[src/rtl/game_round_controller.sv]
// Round sequencer for a two-tank arena game: attract screen, 3-2-1 countdown,
// play, post-hit freeze and game over, all paced by VGA frame ticks.
module game_round_controller #(
  parameter int         WIN_SCORE    = 5,
  parameter int         COUNT_FRAMES = 60,
  parameter int         HIT_FRAMES   = 90,
  parameter logic [7:0] START_KEY    = 8'h28
) (
  input  logic       clk,
  input  logic       reset_n,
  input  logic       vs,
  input  logic [7:0] keycode,
  input  logic       hit1,
  input  logic       hit2,
  output logic [2:0] state,
  output logic       tanks_enable,
  output logic       round_reset,
  output logic [3:0] score1,
  output logic [3:0] score2,
  output logic [1:0] countdown,
  output logic [1:0] winner
);

  typedef enum logic [2:0] {
    ST_ATTRACT   = 3'd0,
    ST_COUNTDOWN = 3'd1,
    ST_PLAY      = 3'd2,
    ST_HIT       = 3'd3,
    ST_GAMEOVER  = 3'd4
  } state_t;

  localparam logic [3:0] WIN        = 4'(WIN_SCORE);
  localparam logic [7:0] COUNT_LAST = 8'(COUNT_FRAMES - 1);
  localparam logic [7:0] HIT_LAST   = 8'(HIT_FRAMES - 1);

  state_t     state_reg, state_next;
  logic       vs_prev_reg;
  logic [7:0] key_prev_reg;
  logic [7:0] frame_cnt_reg, frame_cnt_next;
  logic       te_reg, te_next;
  logic       rr_reg, rr_next;
  logic [3:0] s1_reg, s1_next;
  logic [3:0] s2_reg, s2_next;
  logic [1:0] cd_reg, cd_next;
  logic [1:0] win_reg, win_next;

  logic frame_tick;
  logic start_press;

  assign frame_tick  = vs & ~vs_prev_reg;
  assign start_press = (keycode == START_KEY) && (key_prev_reg != START_KEY);

  always_ff @(posedge clk or negedge reset_n) begin
    if (!reset_n) begin
      state_reg     <= ST_ATTRACT;
      vs_prev_reg   <= 1'b0;
      key_prev_reg  <= 8'h00;
      frame_cnt_reg <= 8'h00;
      te_reg        <= 1'b0;
      rr_reg        <= 1'b0;
      s1_reg        <= 4'd0;
      s2_reg        <= 4'd0;
      cd_reg        <= 2'd0;
      win_reg       <= 2'b00;
    end else begin
      state_reg     <= state_next;
      vs_prev_reg   <= vs;
      key_prev_reg  <= keycode;
      frame_cnt_reg <= frame_cnt_next;
      te_reg        <= te_next;
      rr_reg        <= rr_next;
      s1_reg        <= s1_next;
      s2_reg        <= s2_next;
      cd_reg        <= cd_next;
      win_reg       <= win_next;
    end
  end

  always_comb begin
    state_next     = state_reg;
    frame_cnt_next = frame_tick ? frame_cnt_reg + 8'd1 : frame_cnt_reg;
    te_next        = 1'b0;
    rr_next        = 1'b0;
    s1_next        = s1_reg;
    s2_next        = s2_reg;
    cd_next        = cd_reg;
    win_next       = win_reg;

    case (state_reg)
      ST_ATTRACT, ST_GAMEOVER: begin
        if (start_press) begin
          s1_next    = 4'd0;
          s2_next    = 4'd0;
          win_next   = 2'b00;
          cd_next    = 2'd3;
          rr_next    = 1'b1;
          state_next = ST_COUNTDOWN;
        end
      end
      ST_COUNTDOWN: begin
        if (frame_tick && frame_cnt_reg == COUNT_LAST) begin
          frame_cnt_next = 8'h00;
          if (cd_reg == 2'd1) begin
            cd_next    = 2'd0;
            state_next = ST_PLAY;
          end else begin
            cd_next = cd_reg - 2'd1;
          end
        end
      end
      ST_PLAY: begin
        if (hit1 || hit2) begin
          // Each tank's hit scores for the opponent; both may land together.
          if (hit2 && s1_reg < WIN) s1_next = s1_reg + 4'd1;
          if (hit1 && s2_reg < WIN) s2_next = s2_reg + 4'd1;
          state_next = ST_HIT;
        end else begin
          te_next = 1'b1;
        end
      end
      ST_HIT: begin
        if (frame_tick && frame_cnt_reg == HIT_LAST) begin
          if (s1_reg == WIN || s2_reg == WIN) begin
            win_next   = {s2_reg == WIN, s1_reg == WIN};
            state_next = ST_GAMEOVER;
          end else begin
            cd_next    = 2'd3;
            rr_next    = 1'b1;
            state_next = ST_COUNTDOWN;
          end
        end
      end
      default: state_next = ST_ATTRACT;
    endcase

    // Every phase starts its frame count from zero.
    if (state_next != state_reg) frame_cnt_next = 8'h00;
  end

  assign state        = state_reg;
  assign tanks_enable = te_reg;
  assign round_reset  = rr_reg;
  assign score1       = s1_reg;
  assign score2       = s2_reg;
  assign countdown    = cd_reg;
  assign winner       = win_reg;

endmodule

[config.mk]
export PLATFORM = sky130hd
export DESIGN_NAME = game_round_controller
export DESIGN_NICKNAME = d
export VERILOG_FILES = /design/src/rtl/game_round_controller.sv
export SDC_FILE = /design/constraint.sdc
export NUM_CORES = 1
export LEC_CHECK = 0
export ABC_AREA = 0
export CAP_MARGIN = 10
export CORE_ASPECT_RATIO = 1.25
export CORE_UTILIZATION = 35
export DETAILED_ROUTE_END_ITERATION = 8
export REMOVE_ABC_BUFFERS = 1
export SETUP_SLACK_MARGIN = 0.5
export SYNTH_ARGS = -nofsm -noshare
export SYNTH_HDL_FRONTEND = slang
export SYNTH_SLANG_ARGS = --single-unit
[constraint.sdc]
create_clock -name clk -period 2.3 [get_ports clk]
set_clock_uncertainty 0.1 [all_clocks]
set_input_delay 0.345 -clock clk [delete_from_list [all_inputs] [get_ports clk]]
set_output_delay 0.345 -clock clk [all_outputs]
set_load 0.02 [all_outputs]
=== Word level (Yosys, flattened, before mapping) ===
Index checks and enable logic that the tools add are counted.

* Add/sub/neg operators: 4
* Muxes and demuxes: 34
* Bitwise logic cells: 2
* Equality and inequality tests: 20
* Reductions and logical operators: 16
* Order comparisons: 2

{| class="wikitable"
|+ Operator list
! kind !! count
|-
| two-way mux 8 bit || 4
|-
| two-way mux 4 bit || 5
|-
| two-way mux 3 bit || 6
|-
| == test 8 x 6 -> 1 bit, second input constant || 2
|-
| two-way mux 2 bit || 8
|-
| inequality test 2 bit, second input constant || 8
|-
| case mux 4 bit (2 select lines) || 2
|-
| case mux 3 bit (4 select lines) || 1
|-
| AND reduction 4 bit || 3
|-
| adder 4 x 1 -> 4 bit, second input constant || 2
|-
| adder 8 x 1 -> 8 bit, second input constant || 1
|-
| == test 4 x 3 -> 1 bit, second input constant || 2
|-
| == test 8 x 7 -> 1 bit, second input constant || 1
|-
| less-than comparator 4 x 3 -> 1 bit, second input constant || 2
|-
| inequality test 8 x 6 -> 1 bit, second input constant || 1
|-
| == test 3 x 2 -> 1 bit, second input constant || 2
|-
| case mux 2 bit (3 select lines) || 1
|-
| logical AND 1 bit || 5
|-
| two-way mux 1 bit || 5
|-
| AND reduction 5 bit || 1
|-
| case mux 2 bit (2 select lines) || 1
|-
| nonzero test 2 bit || 2
|-
| == test 3 x 1 -> 1 bit, second input constant || 1
|-
| == test 3 bit, second input constant || 1
|-
| 10 further kinds || 11
|}

* Word-level logic and storage cells: 88
* Bits in registers: 34
* Input bits: 13

=== Depth between registers and ports, before layout ===
* Depth after elaboration: 7
* Gate-level depth with buffers: 8

=== Least setup slack after synthesis ===
OpenSTA, ideal clock, no wires.

* Path kind: reg2reg
* From: reg frame_cnt_reg[0]
* To: reg frame_cnt_reg[1]
* Period minus slack after synthesis: 2.325 ns
* Data arrival time: 2.138 ns
* Stages on the path, launching flop included: 8
* Path slack: -0.025 ns
* Cells stage by stage: dfrtp_1 -> ha_1 -> nand3b_1 -> or4_4 -> a221oi_4 -> nand3b_1 -> a221o_2 -> a211oi_2

* Longest elaborated chain between the ends: 6
* Elaborated cells on any way between the ends: 13

{| class="wikitable"
|+ Ends and longest elaborated chain
! what !! RTL line !! RTL
|-
| from (decl) || 39 || <nowiki>logic [7:0] frame_cnt_reg, frame_cnt_next;</nowiki>
|-
| from (signal assigned) || 69 || <nowiki>frame_cnt_reg <= frame_cnt_next;</nowiki>
|-
| parallel branches: the longest is 5 deep, another holds adder 8 x 1 -> 8 bit || - ||
|-
| two-way mux 8 bit (*) || 137 || <nowiki>if (state_next != state_reg) frame_cnt_next = 8'h00;</nowiki>
|-
| net frame_cnt_next[1] || 39 ||
|}

Mark *: on every way through the listed nets, which the timed path passes.
A chain may end at the register's enable or synchronous reset.

=== Worst setup path after layout ===
* From: reg frame_cnt_reg[1]
* To: reg frame_cnt_reg[1]

Same word-level chain as after synthesis.

==> impl_metrics.csv <==
group,metric,value,unit
outcome,status,"complete, but fails checks",
outcome,violations,"negative setup slack",
setup_path,crit_slowest_cell,"or4_4",
timing,finalWorstSetupSlack,-0.08914,ns
logic_synthesis,synthArstFlopShare,100.0,%
placed_design,pre_cts_slack,-0.4139,ns
logic_synthesis,synthMuxAreaShare,1.196,%
global_route,grt_pass1_wl,7314,um
power,power_density,538.2,nW/um2
setup_path,crit_required,2.41,ns
finish,finish.utilization,59.10,%
die,start_util,37.04,%
timing,drv_slew,0,
logic_synthesis,ys_top_cells_by_count,"dfrtp_1, o21ai_0, nand2_1, nor2_1, ha_1",
logic_synthesis,ys_ff_latch,34,
logic_synthesis,yosys.area.top_type,"dfrtp_1",
logic_synthesis,synth_area_leaders,"dfrtp_1, ha_1, o21ai_0",
finish,area_growth,59.54,%
setup_path,crit_fanout,6,
min_path,hold_path_class,"in -> reg",
setup_path,critPathCaptureType,"flop",
logic_synthesis,synth-compound-area-share,15.76,%
placed_design,placedCellCount,304,
routing,dr_wl_met3,173,um
logic_synthesis,yosysMostFrequentCell,"dfrtp_1",
clock_network,cts.sinks,34,
logic_synthesis,syn-instance-count,172,
logic_synthesis,synth_area,1778,um2
logic_synthesis,synthAdderAreaFrac,6.334,%
global_route,grt_antenna_before_repair,0,
flow_run,maxCapViolCount,0,
routing,drt_iter0_drc,58,
placed_design,routabilityCongestion,0.8171,
clock_network,ctsHoldBuffers,0,
finish,drive_gt1_share,39.47,%
logic_synthesis,ys.warnings.count,0,
timing,relSlewSlack,70.84,%
routing,vias_per_cell,5.015,
setup_path,worst_path_largest_cell_delay,0.47,ns
finish,nFillCells,421,
global_route,grt_max_degree,35,
routing,drt_wl_total,4582,um
routing,vias,1635,
routing,wire_per_inst,14.06,um
routing,firstDrtPassIters,4,
die,core,4800,um2
die,die_w,65.75,um
clock_network,cts_buffers,5,
global_route,grt_pass1_vias,1641,
die,num_rows,28,
global_route,grt.overflow.total,0,
timing,fin_hold_ws,0.2058,ns
placed_design,dpl_cell_area,2474,um2
clock_network,clockBufferDepth,2,
timing,hold_viol,0,
finish,final_cells,326,
timing,tightest_slew,0.4375,ns
logic_synthesis,synthFlopType,"dfrtp_1",
placed_design,io_buffer_count,29,
timing,period_needed,2.389,ns
clock_network,cts_tree,"done",
power,leakagePower,1.364,nW
setup_path,path_cells,"ha_1, nand3b_1, or4_4, a221oi_4, nand3b_1, a221o_2, a211oi_2",
logic_synthesis,yosys.area.top_type_share,47.85,%
timing,setup_tns,-0.1342,ns
global_route,grtUsageTotal,18.18,%
timing,min_period_over_period,103.9,%
clock_network,clk_latency,0.29,ns
setup_path,crit_top_cell,"nand3b_1",
timing,finalSetupViolations,4,
logic_synthesis,ys_seq_area_share,47.85,%
routing,antenna_left,0,
logic_synthesis,synth_top_family_by_area,"simple AND/OR/NAND/NOR gates",
power,worst_ir_drop_vdd,0.2643,mV
die,die_area,5371,um2
setup_path,arrival,2.50,ns
power,power,1.527,mW
routing,drc,0,
finish,diodes,0,
clock_network,cts.htree.levels,2,
logic_synthesis,syn_avg_cell_area,10.34,um2
clock_network,root_buffer,"clkbuf_8",
finish,design_area,2836,um2
die,ios,30,
placed_design,dpl.hpwl,3149,um
logic_synthesis,synthSimpleGateAreaFrac,23.29,%
finish,fin_nets,287,
logic_synthesis,synth_edf_count,0,
routing,dr.max_layer_used,"met4",
clock_network,path_clk_slew,0.07,ns
logic_synthesis,synth-xor-area-share,3.448,%
routing,wl_met2,2409,um
logic_synthesis,yosysUniqueCellTypes,42,
timing,fmax,418.6,MHz
routing,wl_met1,1892,um
setup_path,critical_path_class,"reg -> reg",
timing,rsz0062_at_grt,"yes",
setup_path,critPathLaunchType,"flop",
die,die_h,81.69,um
where the power goes:
group	switching (mW)	internal [mW]	leakage, nW	total (mW)
clock	0.223	0.242	0.0482	0.465
combinational	0.167	0.222	0.872	0.389
sequential	0.0364	0.637	0.444	0.673
total	0.426	1.10	1.36	1.53
worst max-delay path, delay by kind of cell, from the launching register on:
| kind | cells | cell delay, ns |
|---|---|---|
| AO/OA/AOI/OAI | 3 | 0.88 |
| flip-flops | 1 | 0.41 |
| adder cells (fa/ha/maj) | 1 | 0.19 |
| AND/OR/NAND/NOR | 3 | 0.74 |
layout by cell type (no fill, tap or decap), types with 2 or more instances in the layout:
master / netlist / final
a21o_1: 2 / 2
nor2_1: 14 / 13
a22o_1: 4 / 4
nand2b_1: 3 / 3
a221o_2: 2 / 2
a21oi_4: 0 / 2
dlygate4sd2_1: 0 / 18
clkbuf_8: 0 / 6
ha_1: 9 / 7
xor2_1: 3 / 3
dfrtp_1: 34 / 34
nand4_1: 3 / 3
clkdlybuf4s50_1: 0 / 10
a31oi_1: 2 / 2
nand2_1: 14 / 12
buf_6: 0 / 5
a21oi_1: 6 / 3
nand3_1: 8 / 8
xnor2_1: 4 / 4
nor3b_2: 0 / 2
nand3b_1: 4 / 4
and3_1: 3 / 3
buf_4: 0 / 54
nor3_2: 0 / 2
nor2b_1: 3 / 3
o21ai_0: 16 / 5
inv_2: 0 / 2
o21ai_2: 0 / 3
nor4b_4: 0 / 2
or4b_4: 1 / 2
o21ai_1: 0 / 8
inv_1: 8 / 6
logic make-up (layout without fill, tap and decap cells):
kind of cell | after synthesis | count (layout)
AND/OR/NAND/NOR | 71 | 71
adder cells (fa/ha/maj) | 9 | 9
buffers and inverters | 10 | 104
XOR/XNOR | 7 | 7
multiplexers | 2 | 2
flip-flops | 34 | 34
AO/OA/AOI/OAI | 39 | 39
layer usage:
metal / global-route usage [%] / vias to the layer above
met3: 4.444 / 11
met1: 20.47 / 785
met2: 32.14 / 35
met4: 8.043 / 0
met5: 0 / -
li1: - / 804
area by class of cell:
type | count | area [um2] | area share (%)
Multi-Input combinational cell | 128 | 1057 | 37.27
Clock buffer | 7 | 86.33 | 3.044
Timing Repair Buffer | 88 | 732.0 | 25.81
Tap cell | 60 | 75.07 | 2.647
Inverter | 8 | 30.03 | 1.059
Clock inverter | 1 | 5.005 | 0.1764
Sequential cell | 34 | 850.8 | 30.00
timing repair:
item / 4_1_cts / 5_1_grt
pin swaps: 19 / 15
buffers inserted: 6 / 8
gates resized for setup: 47 / 21
setup endpoints to repair: 30 / 22
worst paths after layout:
check                      depth (start not counted)  slack, ns                         end                  startpoint
max reg2reg                                        7      -0.09  frame_cnt_reg[1]$_DFF_PN0_  frame_cnt_reg[1]$_DFF_PN0_
max                                                7      -0.09  frame_cnt_reg[1]$_DFF_PN0_  frame_cnt_reg[1]$_DFF_PN0_
min in group asynchronous                          2       0.37  frame_cnt_reg[1]$_DFF_PN0_                     reset_n
max in group asynchronous                          2       1.42       score2[3]$_DFFE_PN0P_                     reset_n
min reg2reg                                        1       0.42       winner[0]$_DFFE_PN0P_       winner[0]$_DFFE_PN0P_
min                                                1       0.21   key_prev_reg[3]$_DFF_PN0_                  keycode[3]
Note: power is estimated with default switching activity, not from simulation.
